<file path="config.mk">
export PLATFORM = sky130hd
export DESIGN_NAME = noc_outport_arbiter
export DESIGN_NICKNAME = d
export VERILOG_FILES = /design/src/rtl/noc_outport_arbiter.sv
export SDC_FILE = /design/constraint.sdc
export NUM_CORES = 1
export LEC_CHECK = 0
export ABC_CLOCK_PERIOD_IN_PS = 9500
export CAP_MARGIN = 20
export CORE_ASPECT_RATIO = 0.5
export CORE_UTILIZATION = 50
export CTS_CLUSTER_SIZE = 20
export DETAILED_ROUTE_END_ITERATION = 10
export PLACE_DENSITY = 0.88
export SYNTH_ARGS = -nofsm -noshare
export SYNTH_HDL_FRONTEND = slang
export SYNTH_SLANG_ARGS = --single-unit
</file>
<file path="constraint.sdc">
create_clock -name clk -period 9.5 [get_ports clk]
set_input_delay 1.9 -clock clk [delete_from_list [all_inputs] [get_ports clk]]
set_output_delay 1.9 -clock clk [all_outputs]
set_load 0.01 [all_outputs]
</file>
<file path="src/rtl/noc_outport_arbiter.sv">
// Output-port arbiter for one mesh router port: round-robin grant among NREQ requesters
// into a two-entry VC buffer (even/odd), draining only the VC selected by the mesh polarity.
module noc_outport_arbiter #(
  parameter int DW   = 64,
  parameter int NREQ = 5
) (
  input  logic               clk,
  input  logic               rst_n,
  input  logic               i_polarity,
  input  logic [NREQ-1:0]    i_req_valid,
  input  logic [NREQ*DW-1:0] i_req_data,
  output logic [NREQ-1:0]    o_req_grant,
  input  logic               i_out_ready,
  output logic               o_out_send,
  output logic [DW-1:0]      o_out_data,
  output logic [1:0]         o_vc_full
);

  localparam int PW = (NREQ > 1) ? $clog2(NREQ) : 1;
  localparam logic [PW-1:0] LAST_IDX = PW'(NREQ - 1);

  logic [DW-1:0] r_buf    [2];
  logic [1:0]    r_full;
  logic [PW-1:0] r_rr_ptr [2];

  logic          w_fill_vc;
  logic          w_drain_vc;
  logic [NREQ-1:0] w_elig;
  logic [PW-1:0] w_start;
  logic [PW-1:0] w_win;
  logic          w_found;
  logic          w_fill;
  logic [PW-1:0] w_ptr_next;
  logic [DW-1:0] w_win_data;

  assign w_fill_vc  = ~i_polarity;
  assign w_drain_vc = i_polarity;

  // A request is only eligible on the phase where its VC is the fill VC.
  genvar gi;
  generate
    for (gi = 0; gi < NREQ; gi++) begin : g_elig
      assign w_elig[gi] = i_req_valid[gi] & (i_req_data[gi*DW + DW - 1] == w_fill_vc);
    end
  endgenerate

  assign w_start = r_rr_ptr[w_fill_vc];

  // Wrapping scan starting at the fill VC's pointer; first eligible index wins.
  always_comb begin
    int w_idx;
    w_found = 1'b0;
    w_win   = '0;
    w_idx   = 0;
    for (int k = 0; k < NREQ; k++) begin
      w_idx = int'(w_start) + k;
      if (w_idx >= NREQ) w_idx = w_idx - NREQ;
      if (!w_found && w_elig[w_idx]) begin
        w_found = 1'b1;
        w_win   = PW'(w_idx);
      end
    end
  end

  // Grant is suppressed while reset is held so outputs read idle immediately.
  assign w_fill     = w_found & ~r_full[w_fill_vc] & rst_n;
  assign w_ptr_next = (w_win == LAST_IDX) ? '0 : w_win + 1'b1;
  assign w_win_data = i_req_data[int'(w_win)*DW +: DW];

  always_comb begin
    o_req_grant = '0;
    if (w_fill) o_req_grant[w_win] = 1'b1;
  end

  assign o_out_send = r_full[w_drain_vc] & i_out_ready;
  assign o_out_data = r_full[w_drain_vc] ? r_buf[w_drain_vc] : '0;
  assign o_vc_full  = r_full;

  // Fill and drain always address different VCs, so each entry sees at most one.
  always_ff @(posedge clk or negedge rst_n) begin
    if (!rst_n) begin
      r_full <= 2'b00;
      for (int v = 0; v < 2; v++) begin
        r_buf[v]    <= '0;
        r_rr_ptr[v] <= '0;
      end
    end else begin
      for (int v = 0; v < 2; v++) begin
        if (w_fill && (w_fill_vc == 1'(v))) begin
          r_buf[v]    <= w_win_data;
          r_full[v]   <= 1'b1;
          r_rr_ptr[v] <= w_ptr_next;
        end else if (o_out_send && (w_drain_vc == 1'(v))) begin
          r_full[v]   <= 1'b0;
        end
      end
    end
  end

endmodule
</file>
* Yosys cells after proc, flatten, opt, wreduce, memory -nomap -nowiden
Index checks and enable logic that the tools add are counted.
Storage, ports and cells: register bits after elaboration 136, latch bits 0, RAM bits 0, bits in read-only memories 0, bits of input ports 329, output and inout port bits 72, word-level logic and storage cells 115, memories kept 0
Operators by class: $add $sub $neg 10, multiply operators 0, div/mod/pow operators 0, order comparisons 16, eq/ne operators 6, shift-type cells 1, mux-type cells 49, bitwise operators 12, reduce and logical (&&, ||, !) cells 15
Operators with widths (count):
- 320-bit by 10-bit variable part select with 64-bit output | 1
- 64-bit 2-to-1 mux | 4
- 32-bit by 5-bit less-than comparator with 1-bit output (second input constant) | 5
- 32-bit 2-to-1 mux | 5
- 3-bit 2-to-1 mux | 9
- 1-bit 2-to-1 mux | 24
- 4-bit by 3-bit subtractor with 5-bit output (second input constant) | 4
- 4-bit by 3-bit greater-or-equal comparator with 1-bit output (second input constant) | 4
- 1-bit binary-select mux with 3-bit select | 5
- 1-bit logical AND | 9
- 3-bit by 2-bit adder with 4-bit output (second input constant) | 2
- 1-bit AND | 8
- 1-bit == test | 5
- 5-bit 2-to-1 mux | 1
- 3-bit by 1-bit adder with 4-bit output (second input constant) | 1
- 3-bit by 3-bit adder with 4-bit output (second input constant) | 1
- 2-bit greater-or-equal comparator (second input constant) | 2
- 1-bit zero test | 4
- 1-bit by 2-bit less-than comparator with 1-bit output (second input constant) | 2
- 3-bit by 4-bit less-than comparator with 1-bit output (second input constant) | 1
- 1-bit NOT with 2-bit output | 2
- 2-bit nonzero test | 2
- 3-bit by 3-bit subtractor with 4-bit output (second input constant) | 1
- 3-bit by 1-bit adder with 3-bit output (second input constant) | 1
- other kinds (5) | 6

* Longest topological paths before layout
Gate-level depths: netlist of the first run.
word-level depth 28, gate-level depth with buffers 22, mapped depth without buffers 18

* Least setup slack after synthesis of the first run
Ideal clock, no wire load.
path type input-to-output, from in i_polarity, to out o_req_grant[1], arrival time 5.531 ns, data required time 7.600 ns, slack 2.069 ns, stages 19, path buffers 4, cell sequence buf_6 -> mux2_2 -> inv_1 -> ha_1 -> inv_1 -> ha_1 -> or2_2 -> mux2i_4 -> a21oi_1 -> a311oi_1 -> o21ai_2 -> mux2_2 -> a22oi_1 -> o32a_1 -> buf_4 -> buf_6 -> buf_6 -> inv_1 -> nor3_1
Between the ends: cells in the longest elaborated chain, start to end 28, elaborated cells between the ends (all ways) 78, those cells by class 9 x add/sub; 7 x order compare; 5 x eq/ne; 38 x mux; 10 x bitwise; 9 x reduce/logical
Ends and longest elaborated chain:
- from (decl) | line 9 | input logic i_polarity,
- branches (longest 27 deep; another with 4-bit by 3-bit subtractor with 5-bit output)
- 5-bit 2-to-1 mux * | line 72 | if (w_fill) o_req_grant[w_win] = 1'b1;
- to (decl) | line 12 | output logic [NREQ-1:0] o_req_grant,
Every way passes the cells marked *. The select of a mux whose other input is x is not followed.

* Final worst setup path of the first run
from in i_polarity, to out o_req_grant[4]
The elaborated chain is that of the path after synthesis.

==> out/metrics.csv, run 1 <==
metric;value;unit
result of the run;completed;
adder and majority cell fraction of the synthesized area;0.0114;
fraction of the yosys area taken by sequential cells;0.309;
Avg Cell Area, Syn;10.1;µm²
highest achievable clock rate;118;MHz
nets in the synthesized netlist;1427;
largest net degree at the start of global routing;127;
dominant cell type by area after synthesis;dfrtp_1;
routability cong.;0.967;
type of element capturing the critical path;output pin;
clock tree from TritonCTS;done;
top routing layer in use;met4;
Tightest Hold Check Type;reg2reg;
largest cells by area after synthesis;dfrtp_1, mux2i_1, mux2_2;
final antenna-violating net count;0;
final setup violation count;0;
Detail Route met2 WL;17.4;mm
aggregate global routing overflow;0;
height of the chip;107;µm
peak fanout along the critical path;41;
critical path launch point;i_polarity;
xor-xnor portion of the synthesized cell area;0.00478;
die width;212;µm
largest buffer count on any clock path;2;
detailed-routed wire length on met3;1.53;mm
clock slew seen by the registers of the worst setup and hold paths;0.06;ns
Synth async-reset ratio;1.00;
Via Count;9868;
Post-CTS Setup Repair Bufs;0;
die area;22600;µm²
global-route total usage across every layer;0.311;
Total Neg Setup Slack;0;ns
global-route wire length before repair;54.4;mm
top post-synthesis cells by count;mux2i_1, dfrtp_1, mux2_2, a21boi_0, nor2_1;
maximum clock skew at final layout;0.00692;ns
Final Critical Period;8.48;ns
netlist area before placement;11000;µm²
ys flop type;dfrtp_1;
most frequent cell after synthesis;mux2i_1;
hold_sp;r_buf[63];
standard cell core area;21100;µm²
hold buffer count at CTS;0;
clock sink count;136;
reg2reg start;r_rr_ptr[4];
H-tree levels;4;
IO Count;401;
Post-synth EDFFs;0;
routed length on met1;15.2;mm
post-synthesis share of cell area spent on and, or, nand and nor gates;0.0944;
cell count after synthesis;1088;
Worst Path Required;7.60;ns
routed via count divided by cell count;5.69;
Worst Path Class, Setup;in2out;
number of antenna violations at the first check in global routing;1;
DRC;0;
initial detailed-routing violation count;703;
fraction of final layout cells with drive strength greater than 1;0.180;
worst relative slew slack;0.263;
total of warnings raised by yosys;0;
half-perimeter wire length of the detailed placement result;26.2;mm
dominant combinational cell family by area after synthesis;multiplexers;
critical path data arrival time;6.58;ns
Final Hold Fails;0;
share of the cycle needed by the critical path after routing;0.892;
Seq cells post-synth;136;
vias in the first global route;10000;
overall routed net length;35.4;mm
share of synthesized area spent on multiplexers;0.317;
routed wirelength normalized by instance count;20.4;µm
first drt pass iteration count;6;
setup repair after global routing missed its margin;no;
max-slew violation count;0;
Resized Gates After CTS;0;
number of nets at the end of the flow;1766;
transition at the pin with the smallest max-transition slack;1.11;ns
max-cap violation count;0;
number of distinct library cells after synthesis;77;
nature of the critical path startpoint;input pin;
later-pin clock latency in the skew report;0.41;ns
starting utilization of the core area;0.522;
root buffer selected by CTS;clkbuf_16;
Buffers on Ports;400;
TritonCTS Buffers;17;
fraction of the mapped netlist area in compound gates;0.206;
number of cell rows;37;
portion of synthesized cell area occupied by the leading cell type;0.309;
relative area change from synthesis to final layout;41.8;%
cell families (layout without fill, tap and decap cells):
group           count (synthesis)  count (layout)
simple gates                  228             228
buf+inv                       111             463
compound gates                268             268
mux                           329             329
fa+ha+maj                      10              10
flops                         136             136
other cells                     0               1
xor+xnor                        6               6
final cells by class:
cell class	instances	area [µm²]
inverter	15	58.8
antenna	1	2.50
clock inverter	12	140
sequential	136	3400
multi-input combinational	841	7020
timing repair buffer	416	4140
tap	292	365
fill	1462	5470
clock buffer	20	467
state kept, by name, summed over array words and instances, names as in the netlist:
register,cells
r_rr_ptr,6
o_vc_full,2
r_buf,128
path summary, 6_finish.rpt:
path / cells past startpoint / endpoint / slack [ns]
setup / recovery: 17 / o_req_grant[4] / 1.02
max in group asynchronous: 2 / r_buf[62] / 6.70
hold / removal: 1 / r_buf[63] / 0.48
setup reg to reg: 18 / r_buf[121] / 3.56
min in group asynchronous: 1 / r_buf[74] / 1.49
hold reg to reg: 1 / r_buf[63] / 0.48
per-layer routing:
layer | GRT usage | vias to the layer above
met5 | 0 | -
met4 | 0.122 | 0
met3 | 0.0436 | 80
met2 | 0.530 | 324
met1 | 0.401 | 4812
li1 | - | 4652
layout by cell type (no fill, tap or decap), drive strengths merged, types with 2 or more instances in the layout:
cell and n:
clkdlybuf4s50 398, mux2i 195, dfrtp 136, mux2 134, a21boi 128, nor2 87, nand2 84, o211ai 66
clkbuf 20, buf 18, inv 18, o21ai 17, a21oi 12, ha 10, nor3 10, nand2b 9
nor3b 9, nand3 7, a22oi 7, o22ai 5, clkinv 5, nor2b 4, xnor2 4, o311ai 4
a31oi 3, nand3b 3, or2 3, xor2 2, or3b 2, nand4b 2, a32o 2, a21o 2
a311oi 2, a211oi 2, bufinv 2, clkinvlp 2, a211o 2
worst max-delay path, stage by stage:
cell,delay (ns)
buf_4,0.44
mux2_2,0.50
inv_1,0.24
ha_1,0.20
inv_1,0.04
ha_1,0.37
or2_2,0.36
mux2i_4,0.23
a21oi_1,0.10
a311oi_1,0.37
o21ai_2,0.16
nand2b_1,0.20
o22ai_1,0.18
a211o_2,0.18
buf_4,0.36
nor2b_1,0.18
clkdlybuf4s50_1,0.55
through the flow:
| stage | instances | hold WS, ns | cell area [µm²] | utilization | setup WS [ns] |
|---|---|---|---|---|---|
| 6_report | 1733 | 0.478 | 15600 | 0.741 | 1.02 |
| 5_1_grt | 1733 | 0.504 | 15600 | 0.741 | 0.778 |
| 4_1_cts | 1731 | 0.478 | 15600 | 0.739 | 1.10 |
| 3_5_place_dp | 1699 | 0.463 | 15000 | 0.710 | 1.10 |
| 3_3_place_gp | 1699 | 0.451 | 15000 | 0.710 | 1.24 |
| 2_1_floorplan | 1088 | 0.439 | 11000 | - | 2.07 |
Power of run 1 is left out: the tool's default activity adds up to more than one toggle a clock period on the data nets, which glitch-free logic cannot reach.
==> inputs of run 2 (changes only) <==
Settings changed: RECOVER_POWER set to 25.
==> out/metrics.csv, run 2 (synthesis gave the netlist of run 1 again) <==
metric;value;unit;change
commonest cells after routing, fill and taps aside;clkdlybuf4s50_1, mux2i_1, dfrtp_1;;
later-pin clock latency in the skew report;0.41;ns;about the same
worst relative slew slack;-1.16;;-1.42
routability cong.;0.967;;unchanged
half-perimeter wire length of the detailed placement result;26.2;mm;unchanged
Worst Path Required;7.60;ns;about the same
peak fanout along the critical path;41;;unchanged
clock sink count;136;;unchanged
Tightest Hold Check Type;reg2reg;;
number of filler instances in the final layout;1462;;unchanged
nature of the critical path startpoint;input pin;;
final antenna-violating net count;0;;unchanged
Worst Path Class, Setup;in2out;;
Resized Gates After CTS;0;;unchanged
number of antenna violations at the first check in global routing;1;;unchanged
max FFs per register;128;;unchanged
standard cell core area;21100;µm²;unchanged
global-route wire length before repair;54.4;mm;unchanged
critical path data arrival time;6.57;ns;about the same
reg2reg start;r_rr_ptr[1];;
hold buffer count at CTS;0;;unchanged
largest net degree at the start of global routing;127;;unchanged
overall routed net length;35.4;mm;+0.16%
register with the most flip-flops;r_buf;;
initial detailed-routing violation count;646;;-8.1%
critical path launch point;i_polarity;;
aggregate global routing overflow;0;;unchanged
largest buffer count on any clock path;2;;unchanged
clock slew seen by the registers of the worst setup and hold paths;0.06;ns;about the same
first drt pass iteration count;5;;-1
routed via count divided by cell count;5.70;;about the same
Via Count;9873;;+0.051%
number of cell rows;37;;unchanged
relative area change from synthesis to final layout;41.8;%;about the same
routed wirelength normalized by instance count;20.4;µm;+0.16%
type of element capturing the critical path;output pin;;
Buffers on Ports;400;;unchanged
fraction of final layout cells with drive strength greater than 1;0.179;;-0.000694
height of the chip;107;µm;unchanged
starting utilization of the core area;0.522;;unchanged
transition at the pin with the smallest max-transition slack;3.23;ns;+2.13 ns
vias in the first global route;10000;;unchanged
most frequent standard cell in the layout excluding fill and tap cells;clkdlybuf4s50_1;;
die width;212;µm;unchanged
failing checks;capacitance limit, slew limit;;
die area;22600;µm²;unchanged
global-route total usage across every layer;0.311;;unchanged
IO Count;401;;unchanged
share of the cycle needed by the critical path after routing;0.892;;about the same
clock tree from TritonCTS;done;;
final setup violation count;0;;unchanged
Final Critical Period;8.47;ns;-0.00550 ns
TritonCTS Buffers;17;;unchanged
maximum clock skew at final layout;0.00740;ns;+0.000477 ns
highest achievable clock rate;118;MHz;about the same
root buffer selected by CTS;clkbuf_16;;
max-slew violation count;61;;+61
Total Neg Setup Slack;0;ns;unchanged
setup repair after global routing missed its margin;no;;
H-tree levels;4;;unchanged
max-cap violation count;1;;+1
hold_sp;r_buf[63];;
DRC;0;;unchanged
number of nets at the end of the flow;1766;;unchanged
Post-CTS Setup Repair Bufs;0;;unchanged
result of the run;complete, but fails checks;;
Final Hold Fails;0;;unchanged
run 2: changes by cell type in the layout (fill, tap and decap cells not counted):
cell      delta
buf_4        -1
clkbuf_1     +1
run 2: final timing paths:
check | depth (start not counted) | slack, ns | end
worst min-delay path | 1 | 0.47 | r_buf[63]
worst max register to register | 18 | 3.61 | r_buf[121]
worst min register to register | 1 | 0.47 | r_buf[63]
min in group asynchronous | 1 | 1.52 | r_buf[4]
worst max-delay path | 17 | 1.03 | o_req_grant[0]
max in group asynchronous | 2 | 4.45 | r_buf[62]
run 2: metal layers:
| metal | track usage | part of all wire | vias up |
|---|---|---|---|
| li1 | - | - | 4657 |
| met1 | 0.401 | 0.43 | 4815 |
| met2 | 0.530 | 0.49 | 319 |
| met3 | 0.0436 | 0.043 | 82 |
| met4 | 0.122 | 0.035 | 0 |
| met5 | 0 | 0 | - |
run 2: through the flow:
step | hold slack (ns) | instances | utilization | instance area (µm²) | worst slack [ns]
2_1_floorplan | 0.439 | 1088 | - | 11000 | 2.07
3_3_place_gp | 0.451 | 1699 | 0.710 | 15000 | 1.24
3_5_place_dp | 0.463 | 1699 | 0.710 | 15000 | 1.10
4_1_cts | 0.478 | 1731 | 0.739 | 15600 | 1.10
5_1_grt | 0.504 | 1733 | 0.740 | 15600 | 0.778
6_report | 0.474 | 1733 | 0.740 | 15600 | 1.03
run 2: critical path, stage by stage:
cell	delay [ns]
buf_4	0.44
mux2_2	0.50
inv_1	0.24
ha_1	0.20
inv_1	0.04
ha_1	0.37
nor3_1	0.38
mux2i_4	0.16
a21o_1	0.20
a211o_1	0.32
o21ai_2	0.12
nand2b_1	0.19
o22ai_1	0.09
a211o_2	0.37
or2_4	0.25
nor3_1	0.16
clkdlybuf4s50_1	0.61
run 2: area by class of cell:
cell class / count / area [µm²] / share of cell area
Antenna cell: 1 / 2.50 / 0.000160
Clock buffer: 20 / 467 / 0.0299
Clock inverter: 12 / 140 / 0.00899
Inverter: 15 / 58.8 / 0.00377
Multi-Input combinational cell: 841 / 7020 / 0.450
Sequential cell: 136 / 3400 / 0.218
Tap cell: 292 / 365 / 0.0234
Timing Repair Buffer: 416 / 4140 / 0.265
Power of run 2 is left out for the same reason.
